File: config.mk
export PLATFORM = sky130hd
export DESIGN_NAME = feature_linebuffer
export DESIGN_NICKNAME = d
export VERILOG_FILES = /design/src/rtl/feature_linebuffer.sv
export SDC_FILE = /design/constraint.sdc
export NUM_CORES = 1
export LEC_CHECK = 0
export CORE_AREA = 2 2 529 531
export DETAILED_ROUTE_END_ITERATION = 8
export DIE_AREA = 0 0 531 533
export GPL_ROUTABILITY_DRIVEN = 0
export SKIP_CTS_REPAIR_TIMING = 1
export SKIP_LAST_GASP = 1
export SLEW_MARGIN = 20
export SYNTH_ARGS = -nofsm -noshare
export SYNTH_HDL_FRONTEND = slang
export SYNTH_SLANG_ARGS = --single-unit
File: constraint.sdc
create_clock -name clk -period 65.5 [get_ports clk]
set_clock_uncertainty 0.05 [all_clocks]
set_input_delay 13.1 -clock clk [delete_from_list [all_inputs] [get_ports clk]]
set_output_delay 13.1 -clock clk [all_outputs]
set_load 0.05 [all_outputs]
File: src/rtl/feature_linebuffer.sv
// Sliding-window line buffer for a feature stream.
// Builds a TAPS-long window (index 0 oldest) from accepted samples and
// presents it to a downstream inner-product stage every STRIDE samples once
// primed. Backpressure freezes the window until the downstream consumes it.
module feature_linebuffer #(
    parameter int WIDTH  = 32,
    parameter int TAPS   = 41,
    parameter int STRIDE = 1
) (
    input  logic             clk,
    input  logic             rst,
    input  logic             clear,
    input  logic [WIDTH-1:0] in_data,
    input  logic             in_valid,
    output logic             in_ready,
    output logic [WIDTH-1:0] xarray [0:TAPS-1],
    output logic             out_valid,
    input  logic             out_ready,
    output logic             primed
);

    localparam int CW = $clog2(TAPS + 1);
    localparam logic [CW-1:0] FILL_FULL   = CW'(TAPS);
    localparam logic [CW-1:0] FILL_LAST   = CW'(TAPS - 1);
    localparam logic [CW-1:0] STRIDE_LAST = CW'(STRIDE - 1);

    logic [WIDTH-1:0] win_reg [0:TAPS-1];
    logic [CW-1:0]    fill_cnt_reg;
    logic [CW-1:0]    stride_cnt_reg;
    logic             out_valid_reg;
    logic             primed_reg;
    logic             accept;
    logic             emit;

    // A presented but unconsumed window blocks further input.
    assign in_ready = !out_valid_reg || out_ready;
    assign accept   = in_valid && in_ready;

    // The priming accept emits the first window; afterwards every STRIDE-th accept emits.
    assign emit = accept &&
                  ((fill_cnt_reg == FILL_LAST) ||
                   (primed_reg && (stride_cnt_reg == STRIDE_LAST)));

    assign out_valid = out_valid_reg;
    assign primed    = primed_reg;

    // Window shift register: each tap takes its younger neighbour, the newest tap takes in_data.
    generate
        for (genvar gi = 0; gi < TAPS; gi++) begin : g_tap
            if (gi == TAPS - 1) begin : g_newest
                // Newest tap loads the incoming sample.
                always_ff @(posedge clk) begin
                    if (rst || clear) begin
                        win_reg[gi] <= '0;
                    end else if (accept) begin
                        win_reg[gi] <= in_data;
                    end
                end
            end else begin : g_older
                // Older taps shift toward index 0.
                always_ff @(posedge clk) begin
                    if (rst || clear) begin
                        win_reg[gi] <= '0;
                    end else if (accept) begin
                        win_reg[gi] <= win_reg[gi+1];
                    end
                end
            end
            assign xarray[gi] = win_reg[gi];
        end
    endgenerate

    // Fill counter saturating at TAPS; primed mirrors the saturated state as a register.
    always_ff @(posedge clk) begin
        if (rst || clear) begin
            fill_cnt_reg <= '0;
            primed_reg   <= 1'b0;
        end else if (accept && (fill_cnt_reg != FILL_FULL)) begin
            fill_cnt_reg <= fill_cnt_reg + 1'b1;
            primed_reg   <= (fill_cnt_reg == FILL_LAST);
        end
    end

    // Stride counter: restarts on every emitted window, advances on other primed accepts.
    always_ff @(posedge clk) begin
        if (rst || clear) begin
            stride_cnt_reg <= '0;
        end else if (emit) begin
            stride_cnt_reg <= '0;
        end else if (accept && primed_reg) begin
            stride_cnt_reg <= stride_cnt_reg + 1'b1;
        end
    end

    // Output handshake: emit sets valid (even while consuming), a consume without emit clears it.
    always_ff @(posedge clk) begin
        if (rst || clear) begin
            out_valid_reg <= 1'b0;
        end else if (emit) begin
            out_valid_reg <= 1'b1;
        end else if (out_ready) begin
            out_valid_reg <= 1'b0;
        end
    end

endmodule

==> metrics.yaml <==
yosysWarnings: 0
tightest_slew_ps: 1050
die_y_um: 533
io_buffers: 1351
reg2reg_from: "out_valid$_SDFFE_PP0P_"
grt_pass1_vias: 29000
worstPathCellList: "clkdlybuf4s50_1 > nor2b_1 > inv_4 > clkdlybuf4s50_1"
std_cell_rows: 194
critPathMostFrequentCell: "clkdlybuf4s50_1"
r2r_end: "win_reg[12][19]$_SDFFCE_PN0P_"
critPathTopFamily: "buffers and inverters"
finalHoldViolCount: 0
wl_per_cell_um: 21.9
multiInputGateArea_sq_mm: 0.00864
first_iter_violations: 2117
grt_antenna_before_repair: 9
cts.sinks: 1326
die_x_um: 531
min_from: "fill_cnt_reg[5]$_SDFFE_PP0P_"
switchingPower_uw: 570
postRouteAntennaNets: 0
cts_buffers: 155
p_leak_nw: 26.7
nets: 4282
critPathRequiredTime_ps: 52350
holdWs_ps: 440
dr.pass1.iters: 5
syn_nets: 2897
clk_pin_slew_worst_paths_ps: 60
status: "completed"
cts_tree: "yes"
slew-limit-headroom: 0.299
yosysSeqAreaShare: 0.802
cp_slowest_cell: "clkdlybuf4s50_1"
die_area_sq_mm: 0.283
syn_area_per_cell_sq_um: 17.3
hold_path_end: "fill_cnt_reg[5]$_SDFFE_PP0P_"
clockRootBuffer: "clkbuf_16"
maxCapViolCount: 0
hold_class: "reg -> reg"
largest_reg_flops: 1312
critPathKind: "in -> out"
crit_buf_inv: 3
period_minus_slack_ps: 28200
min_path_cells: 2
switching_share: 0.272
grt_usage: 0.119
coreArea_sq_mm: 0.278
p_per_area_mw_per_mm2: 29.2
drcViolationCount: 0
finalCritPeriodShare: 0.431
grt_max_degree: 244
cp.depth: 4
rsz0062_at_grt: "no"
overflow: 0
max_freq_mhz: 35.5
crit_path_end_kind: "primary output"
final_area_sq_mm: 0.0718
r2r_setup_slack_ps: 58430
p_comb_frac: 0.114
grt_first_pass_wirelength_um: 236000
p_int_mw: 1.53
place.detailed.hpwl_um: 135000
seqCellArea_sq_mm: 0.0397
ys_ff_latch: 1326
htreeDepth: 4
placed_area_sq_mm: 0.0668
cp_data_arrival_time_ps: 15050
ir_drop_mv: 0.0240
clock_power_share: 0.410
via_per_inst: 3.50
clk_latency_ps: 810
num_vias: 28300
slowest_delay_ps: 760
syn_area_sq_mm: 0.0495
setup_tns_ps: 0
n_fill_cell: 28400
slew_violations: 0
synthCells: 2855
p_seq_frac: 0.476
ios: 1352
wl_um: 178000
worstRegToRegCells: 10
cts_buffer_depth: 4
drive_gt1_frac: 0.0571
setup_viol: 0
crit_path_start_kind: "primary input"
area_growth_pct: 45.0
floorplan.initialDensity: 0.178
ys_types: 36
crit_path_max_fanout: 8
[cell usage after synthesis]
master,n,share of area
nand2b_1,1,0.00013
buf_8,7,0.0021
a32oi_1,1,0.00018
buf_2,2,0.00020
and2_1,1315,0.17
o21ai_0,4,0.00040
nor2_1,11,0.00083
nor4b_1,2,0.00035
edfxtp_1,1312,0.80
xor2_1,2,0.00035
or2_1,1,0.00013
or3_1,1,0.00013
nand2_1,6,0.00045
clkbuf_2,3,0.00030
buf_4,15,0.0023
clkbuf_1,58,0.0044
inv_4,1,0.00013
nand4_1,2,0.00025
nand2_4,1,0.00023
mux2i_1,1,0.00020
o21ai_1,1,0.00010
ha_1,5,0.0013
nor2_8,1,0.00040
xnor2_1,6,0.0011
nand3_1,2,0.00020
nor3_1,1,0.00010
a211oi_2,1,0.00025
nor4_1,1,0.00013
inv_1,7,0.00053
a21oi_1,4,0.00040
nor2b_1,1,0.00013
and4bb_2,1,0.00025
nor3b_1,1,0.00015
buf_6,62,0.014
nand3b_1,1,0.00015
dfxtp_1,14,0.0057
[area by class of cell]
| cell class | count | area share |
|---|---|---|
| diodes | 5 | 0.000174 |
| clock inverters | 89 | 0.0131 |
| repair buffers | 1375 | 0.192 |
| well taps | 3724 | 0.0649 |
| multi-input cells | 1374 | 0.120 |
| inverters | 8 | 0.000453 |
| clock buffers | 188 | 0.0563 |
| flip-flops and latches | 1326 | 0.553 |
[through the flow]
stage	total power, mW	std cells	setup WS, ps	util
2_1_floorplan	1.19	2855	21780	-
3_3_place_gp	1.26	7807	37270	0.240
3_5_place_dp	1.26	7807	37300	0.240
4_1_cts	2.13	8084	37290	0.258
5_1_grt	2.16	8085	37250	0.258
6_report	2.10	8089	37300	0.258
[placed cells by master, fill, tap and decap left out, types with 2 or more instances in the layout]
master,count
clkdlybuf4s50_1,1349
and2_1,1315
edfxtp_1,1312
clkbuf_16,157
clkbuf_1,31
clkinv_1,29
clkinv_2,22
buf_4,19
dfxtp_1,14
bufinv_16,13
nor2_1,11
inv_1,7
clkinvlp_4,7
buf_12,7
xnor2_1,6
diode_2,5
nand2_1,5
ha_1,5
clkinv_4,5
o21ai_0,4
a21oi_1,4
clkinv_16,4
inv_6,3
clkinv_8,3
nand2_4,2
nor4b_1,2
nand3_1,2
nand4_1,2
xor2_1,2
inv_8,2
[per-layer routing]
metal	vias up	track usage	share of wire
met2	1238	0.223	0.53
met5	-	0	0
met4	0	0.0658	0.058
met3	297	0.0474	0.10
met1	14100	0.107	0.31
li1	12700	-	-
[power groups by stage]
stage	Sequential [mW]	Clock, mW	Combinational [mW]
after floorplan	1.17	0	0.0235
after global placement	1.02	0	0.241
after detailed placement	1.02	0	0.241
after CTS	1.00	0.886	0.241
after global routing	1.00	0.917	0.246
final	0.998	0.860	0.239
[kinds of logic after synthesis]
family          after synthesis  share of synthesized area
compound gates               11                    0.00134
simple gates               1349                      0.170
flops                      1326                      0.802
xor+xnor                      8                    0.00142
mux                           1                   0.000202
buf+inv                     155                     0.0241
fa+ha+maj                     5                    0.00126
[how the worst max path moves through the flow]
stage | from | endpoint
detailed placement | out_ready | in_ready
finish | out_ready | in_ready
CTS | out_ready | in_ready
global route | out_ready | in_ready
global placement | out_ready | in_ready
floorplan | out_ready | win_reg[0][0]$_SDFFCE_PN0P_
[worst min-delay path: stages, from the launching register on]
cell and delay (ps):
dfxtp_1 310, o21ai_0 70, a21oi_1 60
Note: power is estimated with default switching activity, not from simulation.
